`src/rtl/vec_mem_pkg.sv`:
```
// Shared types and sizing for the vector memory sequencer.
package vec_mem_pkg;

  localparam int LANES  = 8;
  localparam int WORD_W = 32;
  localparam int VEC_W  = LANES * WORD_W;
  localparam int BEAT_W = $clog2(LANES);

  // Sequencer states: pass-through/accept, load beats, store beats, handoff.
  typedef enum logic [1:0] {
    IDLE  = 2'd0,
    LOAD  = 2'd1,
    STORE = 2'd2,
    DONE  = 2'd3
  } seqState_t;

endpackage

```
`src/rtl/vec_lane_buf.sv`:
```
// Lane-organised vector register: per-lane write, parallel load, lane-select read.
module vec_lane_buf #(
  parameter int NLANES = vec_mem_pkg::LANES,
  parameter int LW     = vec_mem_pkg::WORD_W,
  parameter int SW     = $clog2(NLANES)
) (
  input  logic                 clk,
  input  logic                 reset,
  input  logic                 clear,
  input  logic                 loadAll,
  input  logic [NLANES*LW-1:0] loadData,
  input  logic                 laneWe,
  input  logic [SW-1:0]        laneSel,
  input  logic [LW-1:0]        laneData,
  input  logic [SW-1:0]        rdSel,
  output logic [LW-1:0]        rdData,
  output logic [NLANES*LW-1:0] allData
);

  logic [LW-1:0] lanesReg [NLANES];

  genvar gi;
  generate
    for (gi = 0; gi < NLANES; gi++) begin : g_lane
      // Each lane clears, bulk-loads, or takes a single-lane write when selected.
      always_ff @(posedge clk) begin
        if (reset || clear) begin
          lanesReg[gi] <= '0;
        end else if (loadAll) begin
          lanesReg[gi] <= loadData[gi*LW +: LW];
        end else if (laneWe && (laneSel == SW'(gi))) begin
          lanesReg[gi] <= laneData;
        end
      end

      assign allData[gi*LW +: LW] = lanesReg[gi];
    end
  endgenerate

  assign rdData = lanesReg[rdSel];

endmodule

```
`src/rtl/vec_mem_sequencer.sv`:
```
// Serialises vector loads/stores onto the 32-bit data port; scalars pass through.
module vec_mem_sequencer #(
  parameter int LANES  = vec_mem_pkg::LANES,
  parameter int WORD_W = vec_mem_pkg::WORD_W
) (
  input  logic                      clk,
  input  logic                      reset,
  input  logic                      memwriteM,
  input  logic                      memreadM,
  input  logic                      VmemwriteM,
  input  logic                      VmemreadM,
  input  logic [31:0]               aluoutM,
  input  logic [31:0]               writedataM,
  input  logic [LANES*WORD_W-1:0]   VwritedataM,
  output logic [31:0]               readdataM,
  output logic [LANES*WORD_W-1:0]   VreaddataM,
  output logic                      stallM,
  output logic                      seq_err,
  output logic [31:0]               mem_addr,
  output logic                      mem_we,
  output logic [31:0]               mem_wdata,
  input  logic [31:0]               mem_rdata
);

  import vec_mem_pkg::*;

  localparam int SEL_W = $clog2(LANES);
  localparam int VW    = LANES * WORD_W;

  seqState_t        stateReg, stateNext;
  logic [SEL_W-1:0] beatReg, beatNext;
  logic [31:0]      baseReg, baseNext;

  logic             vecReq;
  logic             scalarReq;
  logic             lastBeat;
  logic             acceptStore;
  logic [31:0]      beatOffset;
  logic [WORD_W-1:0] storeLane;
  logic [WORD_W-1:0] unusedLoadLane;
  logic [VW-1:0]     unusedStoreVec;

  assign vecReq      = VmemreadM | VmemwriteM;
  assign scalarReq   = memreadM | memwriteM;
  assign lastBeat    = (beatReg == SEL_W'(LANES - 1));
  // A simultaneous vector load and store is treated as a load.
  assign acceptStore = (stateReg == IDLE) && VmemwriteM && !VmemreadM;
  assign beatOffset  = {{(30 - SEL_W){1'b0}}, beatReg, 2'b00};
  assign readdataM   = mem_rdata;

  // Assembles incoming load words; holds the last loaded vector until overwritten.
  vec_lane_buf #(.NLANES(LANES), .LW(WORD_W), .SW(SEL_W)) loadBuf (
    .clk      (clk),
    .reset    (reset),
    .clear    (1'b0),
    .loadAll  (1'b0),
    .loadData ('0),
    .laneWe   (stateReg == LOAD),
    .laneSel  (beatReg),
    .laneData (mem_rdata),
    .rdSel    (beatReg),
    .rdData   (unusedLoadLane),
    .allData  (VreaddataM)
  );

  // Captures store data at accept so the datapath is free to change during beats.
  vec_lane_buf #(.NLANES(LANES), .LW(WORD_W), .SW(SEL_W)) storeBuf (
    .clk      (clk),
    .reset    (reset),
    .clear    (1'b0),
    .loadAll  (acceptStore),
    .loadData (VwritedataM),
    .laneWe   (1'b0),
    .laneSel  (beatReg),
    .laneData ('0),
    .rdSel    (beatReg),
    .rdData   (storeLane),
    .allData  (unusedStoreVec)
  );

  // State, beat counter and latched base address.
  always_ff @(posedge clk) begin
    if (reset) begin
      stateReg <= IDLE;
      beatReg  <= '0;
      baseReg  <= '0;
    end else begin
      stateReg <= stateNext;
      beatReg  <= beatNext;
      baseReg  <= baseNext;
    end
  end

  // Next-state and memory-port steering; reset forces a quiet pass-through.
  always_comb begin
    stateNext = stateReg;
    beatNext  = beatReg;
    baseNext  = baseReg;
    mem_addr  = aluoutM;
    mem_we    = 1'b0;
    mem_wdata = writedataM;
    stallM    = 1'b0;
    seq_err   = 1'b0;

    case (stateReg)
      IDLE: begin
        if (vecReq) begin
          stallM    = 1'b1;
          seq_err   = scalarReq;
          baseNext  = {aluoutM[31:2], 2'b00};
          beatNext  = '0;
          stateNext = VmemreadM ? LOAD : STORE;
        end else begin
          mem_we = memwriteM;
        end
      end
      LOAD, STORE: begin
        stallM   = 1'b1;
        mem_addr = baseReg + beatOffset;
        beatNext = beatReg + 1'b1;
        if (stateReg == STORE) begin
          mem_we    = 1'b1;
          mem_wdata = storeLane;
        end
        if (lastBeat) begin
          stateNext = DONE;
        end
      end
      DONE: begin
        stateNext = IDLE;
      end
      default: begin
        stateNext = IDLE;
      end
    endcase

    // No memory write may escape in a reset cycle, even mid-transfer.
    if (reset) begin
      mem_addr  = aluoutM;
      mem_wdata = writedataM;
      mem_we    = 1'b0;
      stallM    = 1'b0;
      seq_err   = 1'b0;
    end
  end

endmodule

```
`config.mk`:
```
export PLATFORM = sky130hd
export DESIGN_NAME = vec_mem_sequencer
export DESIGN_NICKNAME = d
export VERILOG_FILES = /design/src/rtl/vec_mem_pkg.sv /design/src/rtl/vec_lane_buf.sv /design/src/rtl/vec_mem_sequencer.sv
export SDC_FILE = /design/constraint.sdc
export NUM_CORES = 1
export LEC_CHECK = 0
export CORE_AREA = 2 2 278 280
export DETAILED_ROUTE_END_ITERATION = 7
export DIE_AREA = 0 0 280 282
export PLACE_DENSITY = 0.65
export SYNTH_ARGS = -nofsm -noshare
export SYNTH_HDL_FRONTEND = slang
export SYNTH_SLANG_ARGS = --single-unit
```
`constraint.sdc`:
```
create_clock -name clk -period 12.5 [get_ports clk]
set_clock_uncertainty 0.05 [all_clocks]
set_input_delay 2.5 -clock clk [delete_from_list [all_inputs] [get_ports clk]]
set_output_delay 2.5 -clock clk [all_outputs]
set_load 0.01 [all_outputs]
```
# Word-level counts from Yosys, hierarchy flattened
# Memory sizes are Yosys's and may differ from the RTL's. A register that Yosys moved wholly into a read port is not among the register bits.
# Cells that the tools add are included.
[classes] eq_ne=12 bitwise=18 mux=68 addsub=2 reduce_logical=18
[ops] operator="two-way mux 32 bit" n=21
[ops] operator="two-way mux 1 bit" n=37
[ops] operator="adder 32 x 5 -> 32 bit" n=1
[ops] operator="OR 1 bit" n=18
[ops] operator="equality test 3 bit (second input constant)" n=4
[ops] operator="logical AND 1 bit" n=10
[ops] operator="two-way mux 3 bit" n=3
[ops] operator="equality test 3 x 2 -> 1 bit (second input constant)" n=2
[ops] operator="two-way mux 2 bit" n=3
[ops] operator="case mux 2 bit (3 select lines)" n=1
[ops] operator="case mux 3 bit (2 select lines)" n=1
[ops] operator="AND reduction 2 bit" n=3
[ops] operator="equality test 2 bit (second input constant)" n=2
[ops] operator="inequality test 2 bit (second input constant)" n=2
[ops] operator="case mux 1 bit (2 select lines)" n=2
[ops] operator="adder 3 x 1 -> 3 bit (second input constant)" n=1
[ops] operator="equality test 3 x 1 -> 1 bit (second input constant)" n=1
[ops] operator="logical NOT 3 bit" n=1
[ops] operator="equality test 2 x 1 -> 1 bit (second input constant)" n=1
[ops] operator="logical NOT 2 bit" n=1
[ops] operator="nonzero test 2 bit" n=1
[ops] operator="OR reduction 2 bit" n=1
[ops] operator="logical NOT 1 bit" n=1
[word_totals] inputBits=358 elab_cells=123 memories=2 out_inout_bits=355 ram_bits=512 regBits=35
[mem_list] name="loadBuf.lanesReg" depth=8 word_bits=32 read_ports=8 rd_clocked_by_memory_dff=0 wr=8 line_no="vec_lane_buf.sv:20" rtl="logic [LW-1:0] lanesReg [NLANES];"
[mem_list] name="storeBuf.lanesReg" depth=8 word_bits=32 read_ports=1 rd_clocked_by_memory_dff=1 wr=8 line_no="vec_lane_buf.sv:20"

# Depth between registers and ports, before layout
[depth] depth_word=7 mapped_depth=9 ltp_nobuf=6

# Modules after synthesis
# Synthesis repeated with hierarchy kept, for this count alone.
[unflattened] cells_unflattened=1926 hier_area_um2=28921.5
[by_module_without_submodules] module="vec_lane_buf" area_each_um2=12963.7 n_inst=2 seq_area_each_um2=7687.4 cells_per_inst=763
[by_module_without_submodules] module="vec_mem_sequencer" area_each_um2=2994.1 n_inst=1 seq_area_each_um2=700.7 cells_per_inst=400

# Worst setup path before layout
# No wires, ideal clock.
[synth_timing] kind="input -> register" start="in reset" end="mem storeBuf.lanesReg[0][0] in the netlist's numbering, enable pin" slack_ps=2666 arrival_time_ps=9121 path_stages=3 required_ps=11787 path_buffers=2 setup_ps=663 cell_sequence="clkbuf_1 clkbuf_1 nand2b_1"
[synth_lines] element="from (decl)" line_no="vec_mem_sequencer.sv:7" rtl="input logic reset,"
[synth_lines] element="to (decl)" line_no="vec_lane_buf.sv:20"

# Worst setup path after layout
[layout_timing] start="in reset" end="out mem_wdata[8]"
[layout_via] elab_chain_len=1
[layout_lines] element="two-way mux 32 bit" line_no="vec_mem_sequencer.sv:138" rtl="if (reset) begin"
[layout_lines] element="to (decl)" line_no="vec_mem_sequencer.sv:21" rtl="output logic [31:0] mem_wdata,"
# Every way passes these cells.

==> impl_metrics.tcl <==
set metrics [dict create \
    route.met3.wl_mm 5.90 \
    synth_top_cell_by_area "edfxtp_1" \
    fin_cells 3364 \
    ant_nets 0 \
    io_pins 713 \
    hold_class "reg2reg" \
    routed_wl_mm 70.4 \
    globalplace.congestion 0.847 \
    htree_num_levels 2 \
    synthCells 1690 \
    postCtsHoldBufs 0 \
    critPathKind "in2out" \
    max_clock_freq_ghz 0.133 \
    slew_viol_final 0 \
    first_iter_violations 1658 \
    numCtsBuffers 57 \
    grt_pass1_vias 16100 \
    drtPass1Iterations 5 \
    period_share_pct 60.2 \
    clkSlewWorstSetupHoldPaths_ps 60 \
    die_width_um 280 \
    setup_violations 0 \
    start_kind "input pin" \
    synth_cell_types 46 \
    cts.sinks 550 \
    clk_latency_ps 610 \
    place_area_um2 31800 \
    endpoint_kind "primary output" \
    rsz0062_at_grt "false" \
    arrival_ps 4980 \
    irDropWorstVdd_mv 0.0979 \
    async_reset_ff_share_pct 0 \
    cts_tree "built" \
    die_height_um 282 \
    num_antenna_cells 0 \
    worst_ep_required_time_ps 9950 \
    synth-seq-cells 550 \
    post-route-min-period_ps 7530 \
    wl_per_cell_um 20.9 \
    wl_met1_mm 28.0 \
    synth_commonest_cells "512 x edfxtp_1, 452 x and2_1, 123 x nand2_1, 91 x clkbuf_1, 65 x and3_1" \
    hpwl_mm 51.1 \
    antenna_found_initial 14 \
    cts.path.max_buffers 3 \
    tightestPinTransition_ps 1170 \
    cp_slowest_cell "clkdlybuf4s50_1" \
    grt_usage_pct 17.1 \
    dp.cells 3260 \
    cp_common_cell "buf_4" \
    ys_seq_area_share_pct 67.3 \
    path_cells "buf_2, buf_4, nor2b_2, buf_4, nand2_2, buf_4, nand2_1, o21ai_0, clkdlybuf4s50_1" \
    vias 16100 \
    grt_overflow 0 \
    numPortBuffers 712 \
    final_area_um2 33700 \
    yosys_most_used_dff "edfxtp_1" \
    yosys.area.top_type_share_pct 64.1 \
    post_cts_resized 0 \
    path_max_fanout 64 \
    synth_edf_count 512 \
    grt_pass1_wl_mm 102 \
    syn_avg_cell_area_um2 14.2 \
    drv_cap 0 \
    syn_to_final_growth_pct 40.6 \
    initial_core_util_pct 31.7 \
    dr_wl_met2_mm 34.9 \
    nFillCells 6698 \
    postCtsSetupRepairBufs 0 \
    layout.nets 2714 \
    tns_ps 0 \
    p_leak_nw 12.4 \
    synth.net_count 2063 \
    grt_max_degree 166 \
    num_rows 101 \
    syn-cell-area_um2 24000 \
    yosysMostFrequentCell "edfxtp_1" \
    outcome "finished, final reports clean" \
    core-area_um2 75700 \
    highest_layer "met5" \
    clockRootBuffer "clkbuf_16" \
    drc_errors 0 \
    synth.top_cells.by_area "edfxtp_1 64%, and2_1 12%, mux4_2 6.0%" \
    drive_above_1_share_pct 8.09 \
    max-slew-margin-rel_pct 22.2 \
    die-area_um2 79000 \
    yosysWarningCount 0 \
    hold_viol_final 0 \
    power_mw 5.19 \
    p_per_area_nw_per_um2 154 \
    max_stage_delay_ps 570 \
    via_per_inst 4.77 \
]
layout by cell type, fill, tap and decap left out, types with 3 or more instances in the layout:
cell,netlist,final
clkinv_1,0,12
o21ai_0,48,47
inv_1,10,10
nor3b_1,3,3
buf_4,32,24
clkbuf_16,0,59
and3_1,65,65
xnor2_1,12,12
ha_1,14,14
bufinv_16,0,6
a31oi_1,15,15
a21o_1,6,5
nor2_2,0,4
mux2i_1,34,34
or4_1,13,13
clkbuf_1,91,9
nor2_1,29,24
o31ai_1,13,13
nand4_1,8,8
clkdlybuf4s50_1,0,711
edfxtp_1,512,512
and4_1,4,4
dfxtp_1,38,35
nor3_1,3,3
mux4_2,64,64
a211oi_1,4,4
clkinv_2,0,8
a31o_2,3,3
clkbuf_8,3,4
and2_1,452,452
nor4_1,3,3
nand3_1,9,9
a21oi_1,39,39
nand2_1,123,122
final cells by class:
class / instances / area [um2] / share of cell area, %
Sequential cell: 550 / 16100 / 47.9
Timing Repair Buffer: 737 / 7320 / 21.7
Multi-Input combinational cell: 985 / 7110 / 21.1
Clock buffer: 73 / 1570 / 4.66
Tap cell: 978 / 1220 / 3.63
Clock inverter: 31 / 307 / 0.909
Inverter: 10 / 37.5 / 0.111
metal layers:
| metal | vias up | global-route usage, % |
|---|---|---|
| met5 | - | 0 |
| li1 | 7367 | - |
| met2 | 780 | 29.7 |
| met3 | 120 | 4.39 |
| met4 | 16 | 4.20 |
| met1 | 7775 | 21.4 |
where the power goes:
part,internal [mW],switching [mW]
clock,1.01,0.702
combinational,0.570,0.526
sequential,2.26,0.124
per-stage QoR:
stage                     hold WS, ps  util, %  setup WS (ps)
after floorplan                   386        -           2670
after global placement            399     42.1           5180
after detailed placement          405     42.1           5070
after CTS                         414     44.5           5020
after global routing              423     44.5           4790
final                             412     44.5           4970
logic make-up (layout without fill, tap and decap cells):
| family | Yosys count | count (layout) | share of synthesized area [%] |
|---|---|---|---|
| AO/OA/AOI/OAI | 132 | 132 | 3.18 |
| XOR/XNOR | 12 | 12 | 0.438 |
| adder cells (fa/ha/maj) | 15 | 15 | 0.814 |
| buffers and inverters | 155 | 851 | 3.23 |
| flip-flops | 550 | 550 | 67.3 |
| multiplexers | 98 | 98 | 7.43 |
| AND/OR/NAND/NOR | 728 | 728 | 17.6 |
flip-flops by register name, indices dropped and copies added (netlist names), named ones only:
register / cells
baseReg: 30
beatReg: 3
loadBuf.lanesReg: 256
stateReg: 2
storeBuf.lanesReg: 256
worst paths after layout:
path	start	endpoint	slack, ps	cells past startpoint
worst max-delay path	reset	mem_wdata[8]	4970	9
worst max register to register	stateReg[1]	storeBuf.lanesReg[0][10]	8930	6
worst min register to register	baseReg[2]	baseReg[2]	410	2
worst min-delay path	baseReg[2]	baseReg[2]	410	2
worst max-delay path, delay by kind of cell:
kind                   cells  cell delay [ps]
AOI/OAI and AO/OA          1              120
buffers and inverters      5             1890
and+or+nand+nor            3              330
Note: power is estimated with default switching activity, not from simulation.
